===== src/rtl/bit_timer_ctrl.sv =====
// Serial frame timing sequencer: clocks-per-bit and bit-index counters with
// mid-bit shift strobe, frame-done pulse and start-time configuration check.
module bit_timer_ctrl #(
    parameter int unsigned CLK_CNT_BITS = 4,
    parameter int unsigned BIT_CNT_BITS = 4
) (
    input  logic                    i_clk,
    input  logic                    i_rst,
    input  logic                    i_start,
    input  logic                    i_abort,
    input  logic [CLK_CNT_BITS-1:0] i_clks_per_bit,
    input  logic [CLK_CNT_BITS-1:0] i_sample_phase,
    input  logic [BIT_CNT_BITS-1:0] i_num_bits,
    output logic                    o_busy,
    output logic                    o_shift_strobe,
    output logic [BIT_CNT_BITS-1:0] o_bit_index,
    output logic                    o_frame_done,
    output logic                    o_cfg_err
);

    typedef enum logic [1:0] {
        S_IDLE = 2'd0,
        S_RUN  = 2'd1,
        S_DONE = 2'd2
    } state_t;

    state_t                  r_state;
    state_t                  w_state_nxt;
    logic [CLK_CNT_BITS-1:0] r_clk_cnt, w_clk_cnt_nxt;
    logic [BIT_CNT_BITS-1:0] r_bit_cnt, w_bit_cnt_nxt;
    logic [CLK_CNT_BITS-1:0] r_cpb, w_cpb_nxt;
    logic [CLK_CNT_BITS-1:0] r_sp, w_sp_nxt;
    logic [BIT_CNT_BITS-1:0] r_nb, w_nb_nxt;
    logic                    r_cfg_err, w_cfg_err_nxt;
    logic                    w_cfg_legal;

    assign w_cfg_legal = (i_clks_per_bit >= CLK_CNT_BITS'(2)) &&
                         (i_num_bits != '0) &&
                         (i_sample_phase != '0) &&
                         (i_sample_phase <= i_clks_per_bit);

    always_ff @(posedge i_clk or posedge i_rst) begin
        if (i_rst) begin
            r_state   <= S_IDLE;
            r_clk_cnt <= '0;
            r_bit_cnt <= '0;
            r_cpb     <= '0;
            r_sp      <= '0;
            r_nb      <= '0;
            r_cfg_err <= 1'b0;
        end else begin
            r_state   <= w_state_nxt;
            r_clk_cnt <= w_clk_cnt_nxt;
            r_bit_cnt <= w_bit_cnt_nxt;
            r_cpb     <= w_cpb_nxt;
            r_sp      <= w_sp_nxt;
            r_nb      <= w_nb_nxt;
            r_cfg_err <= w_cfg_err_nxt;
        end
    end

    // Abort wins over start, rollover and DONE; wrap to 1 keeps bits cpb cycles long.
    always_comb begin
        w_state_nxt   = r_state;
        w_clk_cnt_nxt = r_clk_cnt;
        w_bit_cnt_nxt = r_bit_cnt;
        w_cpb_nxt     = r_cpb;
        w_sp_nxt      = r_sp;
        w_nb_nxt      = r_nb;
        w_cfg_err_nxt = 1'b0;
        case (r_state)
            S_IDLE: begin
                if (i_start && !i_abort) begin
                    if (w_cfg_legal) begin
                        w_cpb_nxt     = i_clks_per_bit;
                        w_sp_nxt      = i_sample_phase;
                        w_nb_nxt      = i_num_bits;
                        w_clk_cnt_nxt = CLK_CNT_BITS'(1);
                        w_bit_cnt_nxt = '0;
                        w_state_nxt   = S_RUN;
                    end else begin
                        w_cfg_err_nxt = 1'b1;
                    end
                end
            end
            S_RUN: begin
                if (i_abort) begin
                    w_state_nxt   = S_IDLE;
                    w_clk_cnt_nxt = '0;
                    w_bit_cnt_nxt = '0;
                end else if (r_clk_cnt == r_cpb) begin
                    w_clk_cnt_nxt = CLK_CNT_BITS'(1);
                    if (r_bit_cnt == r_nb - BIT_CNT_BITS'(1)) begin
                        w_state_nxt = S_DONE;
                    end else begin
                        w_bit_cnt_nxt = r_bit_cnt + BIT_CNT_BITS'(1);
                    end
                end else begin
                    w_clk_cnt_nxt = r_clk_cnt + CLK_CNT_BITS'(1);
                end
            end
            default: begin
                w_state_nxt   = S_IDLE;
                w_clk_cnt_nxt = '0;
                w_bit_cnt_nxt = '0;
            end
        endcase
    end

    always_comb begin
        o_busy         = (r_state != S_IDLE);
        o_shift_strobe = (r_state == S_RUN) && (r_clk_cnt == r_sp);
        o_bit_index    = (r_state == S_RUN) ? r_bit_cnt : '0;
        o_frame_done   = (r_state == S_DONE);
        o_cfg_err      = r_cfg_err;
    end

endmodule


===== config.mk =====
export PLATFORM = sky130hd
export DESIGN_NAME = bit_timer_ctrl
export DESIGN_NICKNAME = d
export VERILOG_FILES = /design/src/rtl/bit_timer_ctrl.sv
export SDC_FILE = /design/constraint.sdc
export NUM_CORES = 1
export LEC_CHECK = 0
export CORE_MARGIN = 2
export CORE_UTILIZATION = 45
export CTS_BUF_LIST = sky130_fd_sc_hd__clkbuf_8
export CTS_CLUSTER_SIZE = 20
export DETAILED_ROUTE_END_ITERATION = 16
export MAX_ROUTING_LAYER = met4
export PLACE_DENSITY = 0.72
export RECOVER_POWER = 100
export SYNTH_ARGS = -nofsm -noshare
export SYNTH_HDL_FRONTEND = slang
export SYNTH_SLANG_ARGS = --single-unit

===== constraint.sdc =====
create_clock -name i_clk -period 1.8 [get_ports i_clk]
set_input_delay 0.27 -clock i_clk [delete_from_list [all_inputs] [get_ports i_clk]]
set_output_delay 0.27 -clock i_clk [all_outputs]
set_load 0.02 [all_outputs]

# Word level (Yosys, flattened, before mapping)
# Index checks and enable logic that the tools add are counted.
# Widths: inputs -> output; s select.
# word_totals
ff_bits	23
inputBits	16
output_inout_bits	8
wordCells	57
# classes
n_addsub	3
order_cmp	2
n_eq_ne	10
mux	21
reduce_logical	14
# op_table
operator	count
$mux 4	10
$pmux 4 s2	2
$eq 4x4->1	3
$mux 2	5
$ne 3x3->1 const B	3
$add 4x1->4 const B	2
$reduce_and 4->1	2
$reduce_bool 4->1	2
$logic_and 1x1->1	5
$ge 4x2->1 const B	1
$le 4x4->1	1
$ne 2x2->1 const B	2
$pmux 2 s2	1
$sub 4x1->4 const B	1
$mux 1	3
$reduce_and 3->1	1
$eq 2x1->1 const B	1
$eq 2x2->1 const B	1
$logic_not 2->1	1
$reduce_and 2->1	1
$reduce_bool 2->1	1
$logic_not 1->1	1

# Depth between registers and ports, before layout
# logic_depth
depth_word	7
mapped_depth	8

# Least setup slack after synthesis
# Ideal clock, no wire load.
# synth_timing
path_kind	input -> register
from	input i_clks_per_bit[1]
to	register r_cpb[0]
setup_time_ns	0.128
arrival_time_ns	1.741
required_time_ns	1.672
path_slack_ns	-0.069
path_stages	8
path_cell_list	inv_2 -> ha_1 -> nor2b_1 -> o211ai_1 -> a21oi_2 -> nand4b_2 -> buf_2 -> mux2_1
# synth_between
elab_chain_len	5
# synth_lines
element	line	rtl
from (decl)	11	input logic [CLK_CNT_BITS-1:0] i_clks_per_bit,
$ge 4x2->1	37	assign w_cfg_legal = (i_clks_per_bit >= CLK_CNT_BITS'(2)) &&
$logic_and 1x1->1	37	
$logic_and 1x1->1	38	(i_num_bits != '0) &&
$logic_and 1x1->1 *	39	(i_sample_phase != '0) &&
$reduce_and 3->1 (no line) *	-	
to (signal assigned)	55	r_cpb <= w_cpb_nxt;
to (decl)	31	logic [CLK_CNT_BITS-1:0] r_cpb, w_cpb_nxt;
# Mark *: on every way between the ends. The rest lies on a longest branch, timed or not.
# A chain may end at the register's enable or synchronous reset.

# Worst setup path after layout
# layout_timing
from	register r_nb[0]
to	register r_bit_cnt[1]
# layout_between
elab_chain_len	4
# layout_lines
element	line	rtl
from (decl)	33	logic [BIT_CNT_BITS-1:0] r_nb, w_nb_nxt;
from (signal assigned)	57	r_nb <= w_nb_nxt;
$sub 4x1->4	93	if (r_bit_cnt == r_nb - BIT_CNT_BITS'(1)) begin
$eq 4x4->1	93	
$ne 3x3->1 (no line)	-	
$reduce_and 4->1 (no line)	-	
to (signal assigned)	54	r_bit_cnt <= w_bit_cnt_nxt;
to (decl)	30	logic [BIT_CNT_BITS-1:0] r_bit_cnt, w_bit_cnt_nxt;
# No other way between the ends.

==> results.md <==
* Outcome: complete, no violations
* Clock Pin Slew Worst Setup and Hold Paths at 0.08 ns
* Finished Cell Area at 0.00205 mm²
* Worst-Skew Late Latency at between 0.2 and 0.3 ns
* Slew Viols, Final at 0
* Row count at 20
* DP Area at 0.00185 mm²
* Largest area contributor in the netlist: dfrtp_1
* Min Tclk post-route at 1.77 ns
* GRT Total Usage at approximately 22%
* Final net count at 203
* Core area at 0.00303 mm²
* Hold Crit Depth at 2
* # fillers at around 240
* Starting density of the core at 46.7%
* Required time worst endpoint at 1.97 ns
* Die height at 60.1 µm
* Most common flop cell mapped by yosys: dfrtp_1
* CTS sink count at 23
* Number of routed nets with antenna violations at 0
* CTS buffer count at 3
* Die Area at 0.00361 mm²
* Synth warnings at 0
* Sw Pwr at around 0.0011 W
* Crit path DAT at 1.93 ns
* # H-tree levels at 1
* Post-synthesis cell type count at 45
* Pwr dens at roughly 1300 mW/mm²
* Final worst-path cycle share at 98.2%
* Flop pwr share at 33.0%
* First-pass GRT wire length at approximately 5.5 mm
* Seq/Total Area, Yosys at between 40% and 50%
* Share of layout cells above drive strength 1 at 36.3%
* Sw Share at between 30% and 40%
* Final Setup Violations at 0
* Share of the synthesized area in the top cell type at 40.7%
* Post-Syn Instances at ~130
* Area contributors post-synth: dfrtp_1 41%, mux2_1 8.8%, ha_1 6.2%
* Tot Pwr at 0.00274 W
* Endpoint type of the worst setup path: register
* Synth Register Bits at 23
* P_int at 0.00167 W
* Setup TNS at 0 ns
* Layout Skew at 0.00506 ns
* Gate power share at 55.1%
* GRT overflow at 0
* Critical path type: reg -> reg
* Placed insts at 215
* Most frequent cells after synthesis: 23 x dfrtp_1, 11 x mux2_1, 8 x nand2_1, 8 x xnor2_1, 7 x ha_1
* Area growth, synth to finish at 44.8%
* Register Area at about 580 µm²
* Gpl congestion at 0.844
* Max Clock Freq at around 570 MHz
* Count leader, synth: dfrtp_1
* Largest net degree at the start of global routing at 24
* Worst vdd ir at 610 µV
* Hpwl dp at 2.47 mm
* CTS max path bufs at 2
* Non-Filler Instances at approximately 220
* RSZ-0062 raised after global routing: yes
* Worst slew pin tran at 0.614 ns
* Post-Synthesis Mean Instance Area at ~11 µm²
* Static Leak at 1.00 nW
* Vias per inst at 5.30
* Vias at approximately 1200
* R2R Setup Slk at 0.03 ns
* Router iterations before antenna repair at 4
* Overall routed net length at between 3 and 4 mm
* Max_cap viols at 0
* Clock power share at a little under an eighth
* Initial antenna violation count at 0
* Multi-input logic area at 958 µm²
* Syn_nets at 152
* Critical Path Start Type: register
* Top Ports at 24
* Post-layout util at 67.7%
* # port buffers at 23
* Final hold vios at 0
* Drt initial violations at 24
* HP Class: in -> reg
* EDFF count, synth at 0
* Peak fanout along the critical path at 2
* Die Span X at 60.1 µm
* # DRC at 0
* TritonCTS clock tree: built
* Slew headroom at 59.1%
* Routed wire per std cell at between 15 and 20 µm
* Vias in the first global route at 1162
* Cell Area, Synth at between 0.001 and 0.0015 mm²
* Async S/R FF share, synth at 100%
* R2r worst-path depth at 7
* Clk root buf: clkbuf_8
* Ant diodes at 0
## layout by cell type (no fill, tap or decap), types with 2 or more instances in the layout
| cell | instances |
|---|---|
| xor2_2 | 2 |
| a21oi_1 | 4 |
| and2_1 | 3 |
| nor3b_1 | 2 |
| nor4_2 | 2 |
| clkdlybuf4s50_1 | 8 |
| xor2_1 | 3 |
| buf_4 | 22 |
| nand3_1 | 2 |
| mux2i_1 | 2 |
| clkbuf_2 | 4 |
| xnor2_1 | 6 |
| a21o_1 | 3 |
| dlygate4sd2_1 | 10 |
| nand2_2 | 2 |
| ha_1 | 5 |
| nand2b_1 | 2 |
| ha_4 | 2 |
| a31oi_1 | 3 |
| nand2_1 | 7 |
| mux2_1 | 4 |
| inv_2 | 5 |
| dfrtp_1 | 23 |
| a211o_1 | 2 |
| dlygate4sd3_1 | 2 |
| nor2b_1 | 5 |
| nand4b_4 | 2 |
| clkbuf_8 | 3 |
| mux2_4 | 7 |
| nor2_1 | 3 |
| inv_1 | 4 |
## layout make-up
type	instances	share of cell area (%)
clock buffer	3	2.01
clock inverter	1	0.183
inverter	8	1.47
multi-input combinational	97	46.8
sequential	23	28.1
tap	44	2.69
timing repair buffer	47	18.8
## stage by stage
stage / hold slack [ns] / setup WS, ns
2_1_floorplan: 0.272 / 0.0406
3_3_place_gp: 0.500 / -0.502
3_5_place_dp: 0.504 / -0.573
4_1_cts: 0.343 / 0.000436
5_1_grt: 0.271 / -0.0641
6_report: 0.256 / 0.0320
## critical path, cell delays in order, from the launching register on
cell      delay [ns]
dfrtp_1         0.40
inv_2           0.08
ha_4            0.22
xnor2_4         0.20
nor4_4          0.08
a221oi_2        0.39
mux2i_1         0.13
a21o_1          0.17
## registers in the layout, summed over array words and instances, names as in the netlist
signal	flops
r_sp	4
r_bit_cnt	4
r_nb	4
r_cpb	4
r_clk_cnt	4
r_state	2
o_cfg_err	1
## layer usage
metal | wire [µm] | vias up | GRT usage (%)
li1 | - | 565 | -
met1 | 1510 | 581 | 26.4
met2 | 1820 | 31 | 36.6
met3 | 119 | 5 | 2.81
met4 | 53 | 0 | 7.94
met5 | 0 | - | -
## timing repair
action                     in CTS  in global routing
buffers inserted                2                  1
setup endpoints to repair      27                 20
resized for setup              21                 22
pin swaps                       7                 12
hold endpoints to repair        0                  0
hold buffers                    0                  0
cloned                          1                  0
## path summary, 6_finish.rpt
check                                to              start
min                            r_cpb[1]  i_clks_per_bit[1]
min reg2reg                    r_cpb[0]           r_cpb[0]
min in group asynchronous       r_nb[2]              i_rst
max in group asynchronous  r_clk_cnt[0]              i_rst
max reg2reg                r_bit_cnt[1]            r_nb[0]
max                        r_bit_cnt[1]            r_nb[0]
## power by group through the flow
stage,sequential (W),combinational (W),clock (W)
floorplan,0.000873,0.000768,0
global placement,0.000888,0.00113,0
detailed placement,0.000897,0.00118,0
CTS,0.000889,0.00131,0.000338
global route,0.000926,0.00162,0.000358
finish,0.000904,0.00151,0.000326
## cell families after synthesis
kind of cell / after synthesis / share of synthesized area (%)
AOI/OAI and AO/OA: 22 / 12.6
xor gates and xnor gates: 13 / 8.58
adders and majority gates: 7 / 6.19
buffers and inverters: 10 / 3.27
DFF: 23 / 40.7
muxes: 14 / 11.0
and+or+nand+nor: 40 / 17.8
Note: power is estimated with default switching activity, not from simulation.
